===== src/rtl/data_path.sv =====
// ---------------------------------------------------------------------------
// data_path
//
// 8-bit CPU datapath. It holds the program counter (PC), two general
// registers (A, B), the instruction register (IR), the memory address
// register (MAR) and a 4-bit condition code register (CCR). Two internal
// buses and an 8-bit ALU connect them. An external control unit drives every
// select and load strobe each cycle.
//
// Bus1 sources : PC, A, B or zero. Bus1 also feeds the memory write data.
// Bus2 sources : ALU result, Bus1, memory read data or zero. Bus2 feeds
//                every register load.
// ALU operands : X = Bus1, Y = register B.
//
// Optional feature, controlled by the macro DATA_PATH_EXT_ALU_EN:
//   defined   - ALU_Sel 1xx selects XOR / NOT / INC / DEC.
//   undefined - ALU_Sel 1xx passes X through, with N/Z from X and V=C=0.
//
// Parameters:
//   PC_RESET_VAL  value loaded into PC by reset.
//
// Ports:
//   Clk          in   1  system clock, rising edge
//   Reset        in   1  asynchronous, active-high reset
//   from_memory  in   8  memory read data (Bus2 source)
//   ALU_Sel      in   3  ALU operation select
//   Bus1_Sel     in   2  Bus1 source: 00 PC, 01 A, 10 B, 11 zero
//   Bus2_Sel     in   2  Bus2 source: 00 ALU, 01 Bus1, 10 memory, 11 zero
//   IR_Load      in   1  IR  <= Bus2
//   MAR_Load     in   1  MAR <= Bus2
//   PC_Load      in   1  PC  <= Bus2 (takes priority over PC_Inc)
//   PC_Inc       in   1  PC  <= PC + 1
//   A_Load       in   1  A   <= Bus2
//   B_Load       in   1  B   <= Bus2
//   CCR_Load     in   1  CCR <= ALU flags {N,Z,V,C}
//   address      out  8  MAR contents
//   to_memory    out  8  Bus1 (combinational)
//   IR_out       out  8  IR contents
//   CCR_Result   out  4  CCR contents {N,Z,V,C}
// ---------------------------------------------------------------------------
module data_path #(
    parameter logic [7:0] PC_RESET_VAL = 8'h00
) (
    input  logic       Clk,
    input  logic       Reset,
    input  logic [7:0] from_memory,
    input  logic [2:0] ALU_Sel,
    input  logic [1:0] Bus1_Sel,
    input  logic [1:0] Bus2_Sel,
    input  logic       IR_Load,
    input  logic       MAR_Load,
    input  logic       PC_Load,
    input  logic       PC_Inc,
    input  logic       A_Load,
    input  logic       B_Load,
    input  logic       CCR_Load,
    output logic [7:0] address,
    output logic [7:0] to_memory,
    output logic [7:0] IR_out,
    output logic [3:0] CCR_Result
);

    // ALU operation encodings
    localparam logic [2:0] ALU_ADD = 3'b000;
    localparam logic [2:0] ALU_AND = 3'b001;
    localparam logic [2:0] ALU_SUB = 3'b010;
    localparam logic [2:0] ALU_OR  = 3'b011;
`ifdef DATA_PATH_EXT_ALU_EN
    localparam logic [2:0] ALU_XOR = 3'b100;
    localparam logic [2:0] ALU_NOT = 3'b101;
    localparam logic [2:0] ALU_INC = 3'b110;
    localparam logic [2:0] ALU_DEC = 3'b111;
`endif

    // Bus source encodings
    localparam logic [1:0] B1_PC   = 2'b00;
    localparam logic [1:0] B1_A    = 2'b01;
    localparam logic [1:0] B1_B    = 2'b10;
    localparam logic [1:0] B2_ALU  = 2'b00;
    localparam logic [1:0] B2_BUS1 = 2'b01;
    localparam logic [1:0] B2_MEM  = 2'b10;

    // Architectural registers and their next-state values
    logic [7:0] pc_q,  pc_d;
    logic [7:0] a_q,   a_d;
    logic [7:0] b_q,   b_d;
    logic [7:0] ir_q,  ir_d;
    logic [7:0] mar_q, mar_d;
    logic [3:0] ccr_q, ccr_d;

    // Combinational buses and ALU signals
    logic [7:0] bus1_s;
    logic [7:0] bus2_s;
    logic [8:0] alu_wide_s;
    logic [7:0] alu_result_s;
    logic       alu_v_s;
    logic       alu_c_s;
    logic [3:0] alu_flags_s;

    // Signed overflow of X + Y: operands share a sign that the result lacks.
    function automatic logic add_overflow(input logic x_msb,
                                          input logic y_msb,
                                          input logic r_msb);
        return (x_msb == y_msb) && (r_msb != x_msb);
    endfunction

    // Signed overflow of X - Y: operands differ in sign and the result sign
    // differs from X.
    function automatic logic sub_overflow(input logic x_msb,
                                          input logic y_msb,
                                          input logic r_msb);
        return (x_msb != y_msb) && (r_msb != x_msb);
    endfunction

    // Bus1 source multiplexer
    always_comb begin
        bus1_s = 8'h00;
        case (Bus1_Sel)
            B1_PC:   bus1_s = pc_q;
            B1_A:    bus1_s = a_q;
            B1_B:    bus1_s = b_q;
            default: bus1_s = 8'h00;
        endcase
    end

    // ALU: result plus V and C. The 9-bit sum/difference carries the
    // carry-out or borrow in bit 8.
    always_comb begin
        alu_wide_s   = 9'h000;
        alu_result_s = 8'h00;
        alu_v_s      = 1'b0;
        alu_c_s      = 1'b0;
        case (ALU_Sel)
            ALU_ADD: begin
                alu_wide_s   = {1'b0, bus1_s} + {1'b0, b_q};
                alu_result_s = alu_wide_s[7:0];
                alu_c_s      = alu_wide_s[8];
                alu_v_s      = add_overflow(bus1_s[7], b_q[7], alu_wide_s[7]);
            end
            ALU_AND: begin
                alu_result_s = bus1_s & b_q;
            end
            ALU_SUB: begin
                // Bit 8 of the 9-bit difference is set exactly when X < Y.
                alu_wide_s   = {1'b0, bus1_s} - {1'b0, b_q};
                alu_result_s = alu_wide_s[7:0];
                alu_c_s      = alu_wide_s[8];
                alu_v_s      = sub_overflow(bus1_s[7], b_q[7], alu_wide_s[7]);
            end
            ALU_OR: begin
                alu_result_s = bus1_s | b_q;
            end
`ifdef DATA_PATH_EXT_ALU_EN
            ALU_XOR: begin
                alu_result_s = bus1_s ^ b_q;
            end
            ALU_NOT: begin
                alu_result_s = ~bus1_s;
            end
            ALU_INC: begin
                alu_wide_s   = {1'b0, bus1_s} + 9'h001;
                alu_result_s = alu_wide_s[7:0];
                alu_c_s      = alu_wide_s[8];
                alu_v_s      = add_overflow(bus1_s[7], 1'b0, alu_wide_s[7]);
            end
            ALU_DEC: begin
                alu_wide_s   = {1'b0, bus1_s} - 9'h001;
                alu_result_s = alu_wide_s[7:0];
                alu_c_s      = alu_wide_s[8];
                alu_v_s      = sub_overflow(bus1_s[7], 1'b0, alu_wide_s[7]);
            end
`endif
            default: begin
                // Unimplemented codes pass X through untouched.
                alu_result_s = bus1_s;
            end
        endcase
    end

    // Condition flags {N,Z,V,C} taken from the current ALU result
    always_comb begin
        alu_flags_s = {alu_result_s[7], (alu_result_s == 8'h00), alu_v_s, alu_c_s};
    end

    // Bus2 source multiplexer
    always_comb begin
        bus2_s = 8'h00;
        case (Bus2_Sel)
            B2_ALU:  bus2_s = alu_result_s;
            B2_BUS1: bus2_s = bus1_s;
            B2_MEM:  bus2_s = from_memory;
            default: bus2_s = 8'h00;
        endcase
    end

    // Next-state selection; each register loads independently from Bus2
    always_comb begin
        pc_d  = pc_q;
        a_d   = a_q;
        b_d   = b_q;
        ir_d  = ir_q;
        mar_d = mar_q;
        ccr_d = ccr_q;

        // An explicit load wins over increment; increment wraps at 8 bits.
        if (PC_Load) begin
            pc_d = bus2_s;
        end else if (PC_Inc) begin
            pc_d = pc_q + 8'd1;
        end else begin
            pc_d = pc_q;
        end

        if (A_Load) begin
            a_d = bus2_s;
        end else begin
            a_d = a_q;
        end

        if (B_Load) begin
            b_d = bus2_s;
        end else begin
            b_d = b_q;
        end

        if (IR_Load) begin
            ir_d = bus2_s;
        end else begin
            ir_d = ir_q;
        end

        if (MAR_Load) begin
            mar_d = bus2_s;
        end else begin
            mar_d = mar_q;
        end

        if (CCR_Load) begin
            ccr_d = alu_flags_s;
        end else begin
            ccr_d = ccr_q;
        end
    end

    // Register bank with asynchronous reset overriding every load
    always_ff @(posedge Clk or posedge Reset) begin
        if (Reset) begin
            pc_q  <= PC_RESET_VAL;
            a_q   <= 8'h00;
            b_q   <= 8'h00;
            ir_q  <= 8'h00;
            mar_q <= 8'h00;
            ccr_q <= 4'b0000;
        end else begin
            pc_q  <= pc_d;
            a_q   <= a_d;
            b_q   <= b_d;
            ir_q  <= ir_d;
            mar_q <= mar_d;
            ccr_q <= ccr_d;
        end
    end

    // Outputs: register contents, plus Bus1 as memory write data
    assign address    = mar_q;
    assign to_memory  = bus1_s;
    assign IR_out     = ir_q;
    assign CCR_Result = ccr_q;

endmodule


===== config.mk =====
export PLATFORM = sky130hd
export DESIGN_NAME = data_path
export DESIGN_NICKNAME = d
export VERILOG_FILES = /design/src/rtl/data_path.sv
export SDC_FILE = /design/constraint.sdc
export NUM_CORES = 1
export LEC_CHECK = 0
export ABC_AREA = 1
export CELL_PAD_IN_SITES_DETAIL_PLACEMENT = 0
export CELL_PAD_IN_SITES_GLOBAL_PLACEMENT = 1
export CORE_UTILIZATION = 42
export DETAILED_ROUTE_END_ITERATION = 8
export PLACE_DENSITY = 0.83
export SYNTH_ARGS = -nofsm -noshare
export SYNTH_HDL_FRONTEND = slang
export SYNTH_SLANG_ARGS = --single-unit

===== constraint.sdc =====
create_clock -name Clk -period 4.4 [get_ports Clk]
set_clock_uncertainty 0.1 [all_clocks]
set_input_delay 0.88 -clock Clk [delete_from_list [all_inputs] [get_ports Clk]]
set_output_delay 0.88 -clock Clk [all_outputs]
set_load 0.01 [all_outputs]

==> reports/results.txt, run 1 <==
Synth Flop Type: dfrtp_1
Initial Utilization: 43.6%
outcome: finished, final reports clean
Post-synth top cells: 193 x nand2_1, 60 x inv_1, 49 x nand3_1
first-pass GRT wire length: 16.1 mm
ratio of cells with drive above 1 in the final layout: 10.0%
Finish-stage setup viols: 0
Via Count: 3382
Fin Setup TNS: 0 ns
# fillers: 851
Skew-Pair Late Insertion Delay: 0.29 ns
CTS tree: done
CTS Hold Bufs: 0
Inst Count DP: 676
max-cap viol count: 0
Yosys top cell by area: dfrtp_1
Cell variety after synth: 33
crit-path max FO: 7
Remaining Overflow, GRT: 0
H-tree depth: 2
EDFF count, synth: 0
Routed WL per cell: 14.2 um
most common cell in the netlist: nand2_1
synth top area cells: dfrtp_1 31%, nand2_1 20%, ha_1 9.4%
initial antenna violation count: 0
sequential-to-total area share from yosys stat: 30.8%
Synth top area share: 30.8%
PostCTS Resize Cnt: 0
Hold Path Class: flop to flop
r2r startpoint: b_q[0]
dpl hpwl: 7.85 mm
clk root buf: clkbuf_8
largest net degree at the start of global routing: 45
Setup crit start: Bus1_Sel[1]
Slew Limit Fails: 0
fin cells: 684
Cell Area, Synth: 0.00358 mm2
Hold Fails Final Rpt: 0
crit path cell chain: clkdlybuf4s50_1 > nor2_4 > nand2_1 > nand3_1 > clkdlybuf4s50_1
CTS Buffer Depth: 2
post-CTS setup buffers: 0
Max Fclk: 264 MHz
TritonCTS Sinks: 44
total core area: 0.00822 mm2
Worst EP arrival: 2.80 ns
routability cong.: 0.853
drt via density: 4.94
Worst VDD drop: 0.000256 V
Cells after Synth: 525
Ys Warns: 0
Core Rows: 33
post-synthesis net count: 578
critical path's most frequent cell: clkdlybuf4s50_1
power per cell area: 305 mW/mm2
Overall Global Routing Usage: 23.3%
DR iter-0 viols: 152
Crit path largest cell delay: 0.63 ns
ys async rst share: 100%
Pre-antenna DRT Iters: 4
Remaining DRCs: 0
Yosys reg bits: 44
Antenna Nets Post-Route: 0
P&R area growth vs syn: 20.1%
Max-slew headroom: 40.6%
critical path launch point type: primary input
vias in the first global route: 3326
n_diodes: 0
Tmin final: 3.78 ns
Reg clk slew, reported paths: 0.08 ns
# IOs: 52
Mapped Avg Cell Area: 6.82 um2
die area: 0.00889 mm2
die height: 94.3 um
Tcrit/Tclk final: 85.9%
Nets: 631
worst hold start: address[5]
CP Capture Type: output pin
unrepaired setup endpoints after global routing: no
Leakage Power: 2.25 nW
Die Wd: 94.3 um
Num CTS Buffers: 5
Slowest-stage cell, CP: clkdlybuf4s50_1
drt total wl: 9.71 mm
count of port buffers added during placement: 51
Final Util: 52.3%
Setup Crit Path Kind: primary input to output pin
Worst Tran Pin Value: 0.888 ns
Critical Path RT: 3.42 ns
## power by group
group          internal [mW]  total (mW)  switching (mW)
sequential             0.455       0.497          0.0423
clock                  0.128       0.269           0.141
combinational          0.215       0.547           0.332
## cell families after synthesis
kind of cell / after synthesis / synth area share [%]
fa+ha+maj: 29 / 10.6
simple gates: 316 / 38.8
xor+xnor: 7 / 1.71
flops: 44 / 30.8
buf+inv: 83 / 8.92
compound gates: 46 / 9.20
## flip-flops by register name, indices dropped and copies added, names as in the netlist
signal,count
b_q,8
address,8
IR_out,8
CCR_Result,4
a_q,8
pc_q,8
## metrics by stage
stage	instance area, um2	hold WS [ns]	total power [mW]	setup WS (ns)
6_report	4300	0.386	1.31	0.618
5_1_grt	4300	0.410	1.41	0.511
4_1_cts	4300	0.391	1.32	0.633
3_5_place_dp	4210	0.370	1.05	0.504
3_3_place_gp	4210	0.364	1.05	0.524
2_1_floorplan	3580	0.349	0.857	1.50
## area by class of cell
class,count,area (um2),area share [%]
Timing Repair Buffer,54,533,12.4
Inverter,75,282,6.55
Multi-Input combinational cell,398,2160,50.2
Sequential cell,44,1100,25.6
Clock inverter,1,7.51,0.175
Clock buffer,7,86.3,2.01
Tap cell,105,131,3.06
## critical path, delay by kind of cell
family	cells	cell delay, ns
buf+inv	2	1.21
simple gates	3	0.70
## worst paths after layout
path                                     end  slack (ns)  depth (start not counted)
max in group asynchronous          IR_out[4]        2.86                          3
worst min-delay path              address[5]        0.39                          2
worst max register to register        b_q[2]        1.72                         16
min in group asynchronous         address[5]        0.94                          3
worst min register to register    address[5]        0.39                          2
worst max-delay path            to_memory[1]        0.62                          5
## placed cells by master, fill, tap and decap left out, types with 7 or more instances in the layout
master           count
nand3_1             49
o21ai_1              8
a21oi_1              7
nand4_1             11
ha_1                27
inv_2               14
nand2_2              9
a31oi_1              9
nand2_1            193
clkdlybuf4s50_1     51
inv_1               59
nor2_1              38
dfrtp_1             44
## metal layers
| layer | GRT usage (%) | routed length [um] | up-vias |
|---|---|---|---|
| li1 | - | - | 1765 |
| met1 | 30.8 | 4640 | 1551 |
| met2 | 40.5 | 4680 | 55 |
| met3 | 1.94 | 245 | 11 |
| met4 | 6.92 | 140 | 0 |
| met5 | 0 | 0 | - |
Power figures use the tool's default switching activity.
==> run 2: changes to the inputs <==
CORE_ASPECT_RATIO = 0.6   (was not set)
==> reports/results.txt, run 2 (synthesis results as in run 1) <==
Hold Path Class: flop to flop
ratio of cells with drive above 1 in the final layout: 10.1% (+0.035 points)
Remaining Overflow, GRT: 0 (unchanged)
routability cong.: 0.907 (+6.4%)
unrepaired setup endpoints after global routing: no
H-tree depth: 2 (unchanged)
post-CTS setup buffers: 0 (unchanged)
critical path's most frequent cell: clkdlybuf4s50_1
drt total wl: 10.6 mm (+9.3%)
clk root buf: clkbuf_16
Final Util: 54.2% (+1.8 points)
Hold Fails Final Rpt: 0 (unchanged)
crit-path max FO: 7 (unchanged)
Slowest-stage cell, CP: clkdlybuf4s50_1
Worst Tran Pin Value: 0.965 ns (+0.0767 ns)
Fin Setup TNS: 0 ns (unchanged)
most common cell after layout, fill and taps aside: nand2_1
Tcrit/Tclk final: 87.5% (+1.5 points)
die area: 0.00891 mm2 (+0.14%)
Via Count: 3575 (+5.7%)
TritonCTS Sinks: 44 (unchanged)
commonest cells after routing, fill and taps aside: 193 x nand2_1, 59 x inv_1, 51 x clkdlybuf4s50_1
power per cell area: 346 mW/mm2 (+13%)
CTS tree: done
Routed WL per cell: 15.5 um (+9.2%)
largest net degree at the start of global routing: 45 (unchanged)
count of port buffers added during placement: 51 (unchanged)
Remaining DRCs: 0 (unchanged)
Skew-Pair Late Insertion Delay: 0.29 ns (about the same)
Finish-stage setup viols: 0 (unchanged)
crit path cell chain: clkdlybuf4s50_1 > nor2_4 > nand2_1 > nand3_1 > clkdlybuf4s50_1
Max-slew headroom: 35.6% (-5.0 points)
die height: 73.5 um (-22%)
Initial Utilization: 44.3% (+0.79 points)
drt via density: 5.22 (+5.6%)
initial antenna violation count: 0 (unchanged)
Die Wd: 121 um (+28%)
Slew Limit Fails: 0 (unchanged)
# IOs: 52 (unchanged)
DR iter-0 viols: 241 (+59%)
critical path launch point type: primary input
Num CTS Buffers: 5 (unchanged)
CTS Hold Bufs: 0 (unchanged)
Antenna Nets Post-Route: 0 (unchanged)
Tmin final: 3.85 ns (+0.0668 ns)
outcome: finished, final reports clean
Setup Crit Path Kind: primary input to output pin
Leakage Power: 2.28 nW (+1.6%)
P&R area growth vs syn: 22.2%
Max Fclk: 260 MHz (-1.7%)
Worst EP arrival: 2.87 ns (+0.07 ns)
max-cap viol count: 0 (unchanged)
CTS Buffer Depth: 2 (unchanged)
Reg clk slew, reported paths: 0.07 ns (about the same)
PostCTS Resize Cnt: 0 (unchanged)
n_diodes: 0 (unchanged)
Worst VDD drop: 0.000150 V (-42%)
CP Capture Type: output pin
Nets: 629 (-0.32%)
Critical Path RT: 3.42 ns (about the same)
WHS: 0.378 ns (-0.00807 ns)
first-pass GRT wire length: 17.0 mm (+5.7%)
Pre-antenna DRT Iters: 4 (unchanged)
Core Rows: 25 (-24%)
Crit path largest cell delay: 0.65 ns (+0.02 ns)
total core area: 0.00807 mm2 (-1.8%)
dpl hpwl: 8.49 mm (+8.2%)
vias in the first global route: 3259 (-2.0%)
Overall Global Routing Usage: 25.4% (+2.1 points)
## run 2: changes by cell type in the layout (fill, tap and decap cells not counted), sizes merged
cell	previous run	this run
buf	3	1
bufinv	0	1
clkbuf	7	6
clkinvlp	1	0
inv	73	74
## run 2: path summary, 6_finish.rpt
path                                  start  depth (start not counted)      endpoint  slack [ns]
max in group asynchronous             Reset                          2        a_q[0]        2.56
worst min register to register   address[1]                          2    address[1]        0.38
worst max-delay path            Bus1_Sel[1]                          5  to_memory[1]        0.55
min in group asynchronous             Reset                          2    address[6]        1.03
worst max register to register      pc_q[1]                         14        b_q[6]        1.59
worst min-delay path             address[1]                          2    address[1]        0.38
## run 2: per-layer routing
metal  wire [um]  global-route usage (%)
met5           0                       0
met4          46                    4.25
met3         987                    5.82
met2        3940                    33.0
met1        5650                    41.6
## run 2: layout make-up
class,instances,area (um2)
Tap cell,108,135
Multi-Input combinational cell,398,2160
Timing Repair Buffer,52,518
Clock inverter,2,38.8
Clock buffer,6,139
Fill cell,806,3700
Inverter,75,282
Sequential cell,44,1100
## run 2: metrics by stage
step / power [mW] / area [um2] / std cells / setup WS (ns)
after floorplan: 0.857 / 3580 / 525 / 1.50
after CTS: 1.51 / 4370 / 685 / 0.580
after global placement: 1.06 / 4190 / 677 / 0.438
after global routing: 1.61 / 4370 / 685 / 0.410
after detailed placement: 1.05 / 4190 / 677 / 0.427
final: 1.51 / 4370 / 685 / 0.552
## run 2: critical path, delay by kind of cell
kind	cells	cell delay (ns)
and+or+nand+nor	3	0.74
buffers and inverters	2	1.23
## run 2: where the power goes
part | switching (mW) | internal, mW | leakage (nW)
Sequential | 0.0447 | 0.455 | 0.557
Combinational | 0.343 | 0.214 | 1.64
Clock | 0.169 | 0.285 | 0.0871
Total | 0.556 | 0.954 | 2.28
==> run 3: changes to the inputs <==
CORE_UTILIZATION = 44   (was 42)
CTS_BUF_LIST = sky130_fd_sc_hd__clkbuf_8   (was not set)
PLACE_DENSITY = 0.86   (was 0.83)
==> reports/results.txt, run 3 (synthesis results as in run 1) <==
power per cell area: 329 mW/mm2 (-4.9%)
Reg clk slew, reported paths: 0.08 ns (about the same)
WHS: 0.385 ns (+0.00688 ns)
die area: 0.00851 mm2 (-4.4%)
commonest cells after routing, fill and taps aside: 193 x nand2_1, 59 x inv_1, 51 x clkdlybuf4s50_1
# IOs: 52 (unchanged)
Finish-stage setup viols: 0 (unchanged)
unrepaired setup endpoints after global routing: no
die height: 71.9 um (-2.2%)
n_diodes: 0 (unchanged)
critical path launch point type: primary input
PostCTS Resize Cnt: 0 (unchanged)
H-tree depth: 2 (unchanged)
ratio of cells with drive above 1 in the final layout: 10.1% (unchanged)
Tmin final: 3.82 ns (-0.0259 ns)
Setup Crit Path Kind: primary input to output pin
Max-slew headroom: 33.2% (-2.4 points)
Tcrit/Tclk final: 86.9% (-0.59 points)
routability cong.: 0.956 (+5.4%)
clk root buf: clkbuf_8
vias in the first global route: 3200 (-1.8%)
Routed WL per cell: 15.2 um (-2.0%)
Slew Limit Fails: 0 (unchanged)
Num CTS Buffers: 5 (unchanged)
Worst VDD drop: 0.000155 V (+3.6%)
crit-path max FO: 7 (unchanged)
Placement Cell Area: 0.00420 mm2 (+0.18%)
Initial Utilization: 45.4% (+1.1 points)
post-CTS setup buffers: 0 (unchanged)
CTS Buffer Depth: 2 (unchanged)
met3 Usage GRT: 5.41% (-0.41 points)
post-route cell area: 0.00433 mm2 (-0.94%)
initial antenna violation count: 0 (unchanged)
Die Wd: 118 um (-2.3%)
Core Rows: 25 (unchanged)
most common cell after layout, fill and taps aside: nand2_1
Remaining DRCs: 0 (unchanged)
drt total wl: 10.4 mm (-2.0%)
Fin Setup TNS: 0 ns (unchanged)
routing usage on met1: 40.7% (-0.83 points)
Hold Fails Final Rpt: 0 (unchanged)
CTS tree: done
GR Layer Usage met2: 34.2% (+1.3 points)
Critical Path RT: 3.42 ns (about the same)
dpl hpwl: 8.36 mm (-1.6%)
global route hottest layer: met1
Via Count: 3622 (+1.3%)
Pre-antenna DRT Iters: 5 (+1)
Max Fclk: 262 MHz (+0.68%)
Worst EP arrival: 2.84 ns (-0.03 ns)
Overall Global Routing Usage: 25.4% (-0.053 points)
Skew-Pair Late Insertion Delay: 0.31 ns (+0.02 ns)
count of port buffers added during placement: 51 (unchanged)
largest net degree at the start of global routing: 45 (unchanged)
P&R area growth vs syn: 21.0%
Hold Path Class: flop to flop
DR iter-0 viols: 363 (+51%)
Remaining Overflow, GRT: 0 (unchanged)
drt via density: 5.29 (+1.3%)
# fillers: 782 (-3.0%)
max-cap viol count: 0 (unchanged)
Worst Tran Pin Value: 0.999 ns (+0.0340 ns)
TritonCTS Sinks: 44 (unchanged)
first-pass GRT wire length: 16.6 mm (-2.2%)
total core area: 0.00788 mm2 (-2.3%)
Antenna Nets Post-Route: 0 (unchanged)
CTS Hold Bufs: 0 (unchanged)
CP Capture Type: output pin
outcome: finished, final reports clean
Final Util: 54.9% (+0.77 points)
Leakage Power: 2.26 nW (-0.78%)
Nets: 630 (+0.16%)
## run 3: changes by cell type in the layout (fill, tap and decap cells not counted)
cell / change
buf_4: +1
clkbuf_16: -5
clkbuf_8: +4
clkinv_4: -1
bufinv_16: +1
## run 3: stage by stage
step | instances | setup slack (ns) | total power, mW
2_1_floorplan | 525 | 1.50 | 0.857
3_3_place_gp | 678 | 0.442 | 1.05
3_5_place_dp | 678 | 0.408 | 1.05
4_1_cts | 685 | 0.566 | 1.42
5_1_grt | 685 | 0.465 | 1.51
6_report | 685 | 0.577 | 1.42
## run 3: power by group
group          total, mW  leakage, nW  internal (mW)  switching, mW
clock              0.370       0.0642          0.224          0.146
sequential         0.499        0.557          0.455         0.0440
combinational      0.555         1.64          0.215          0.339
total               1.42         2.26          0.894          0.529
## run 3: final timing paths
path / start / to / slack (ns) / cells past startpoint
worst min-delay path: CCR_Result[0] / CCR_Result[0] / 0.38 / 2
max in group asynchronous: Reset / b_q[3] / 2.59 / 2
min in group asynchronous: Reset / pc_q[5] / 1.01 / 2
worst max register to register: pc_q[0] / address[6] / 1.65 / 15
worst max-delay path: Bus1_Sel[1] / to_memory[1] / 0.58 / 5
worst min register to register: CCR_Result[0] / CCR_Result[0] / 0.38 / 2
## run 3: layout make-up
type                            count  area (um2)  share of cell area (%)
Clock buffer                        5        68.8                    1.59
Clock inverter                      2        60.1                    1.39
Inverter                           75         282                    6.50
Multi-Input combinational cell    398        2160                    49.8
Sequential cell                    44        1100                    25.4
Tap cell                          108         135                    3.12
Timing Repair Buffer               53         526                    12.1
## run 3: worst max-delay path, stage by stage
cell and delay, ns:
clkdlybuf4s50_1 0.58, nor2_4 0.31, nand2_1 0.12, nand3_1 0.32, clkdlybuf4s50_1 0.63
## run 3: metal layers
| metal | routed length [um] | up-vias |
|---|---|---|
| met5 | 0 | - |
| met4 | 80 | 0 |
| met3 | 683 | 11 |
| met2 | 3960 | 131 |
| met1 | 5680 | 1714 |
| li1 | - | 1766 |
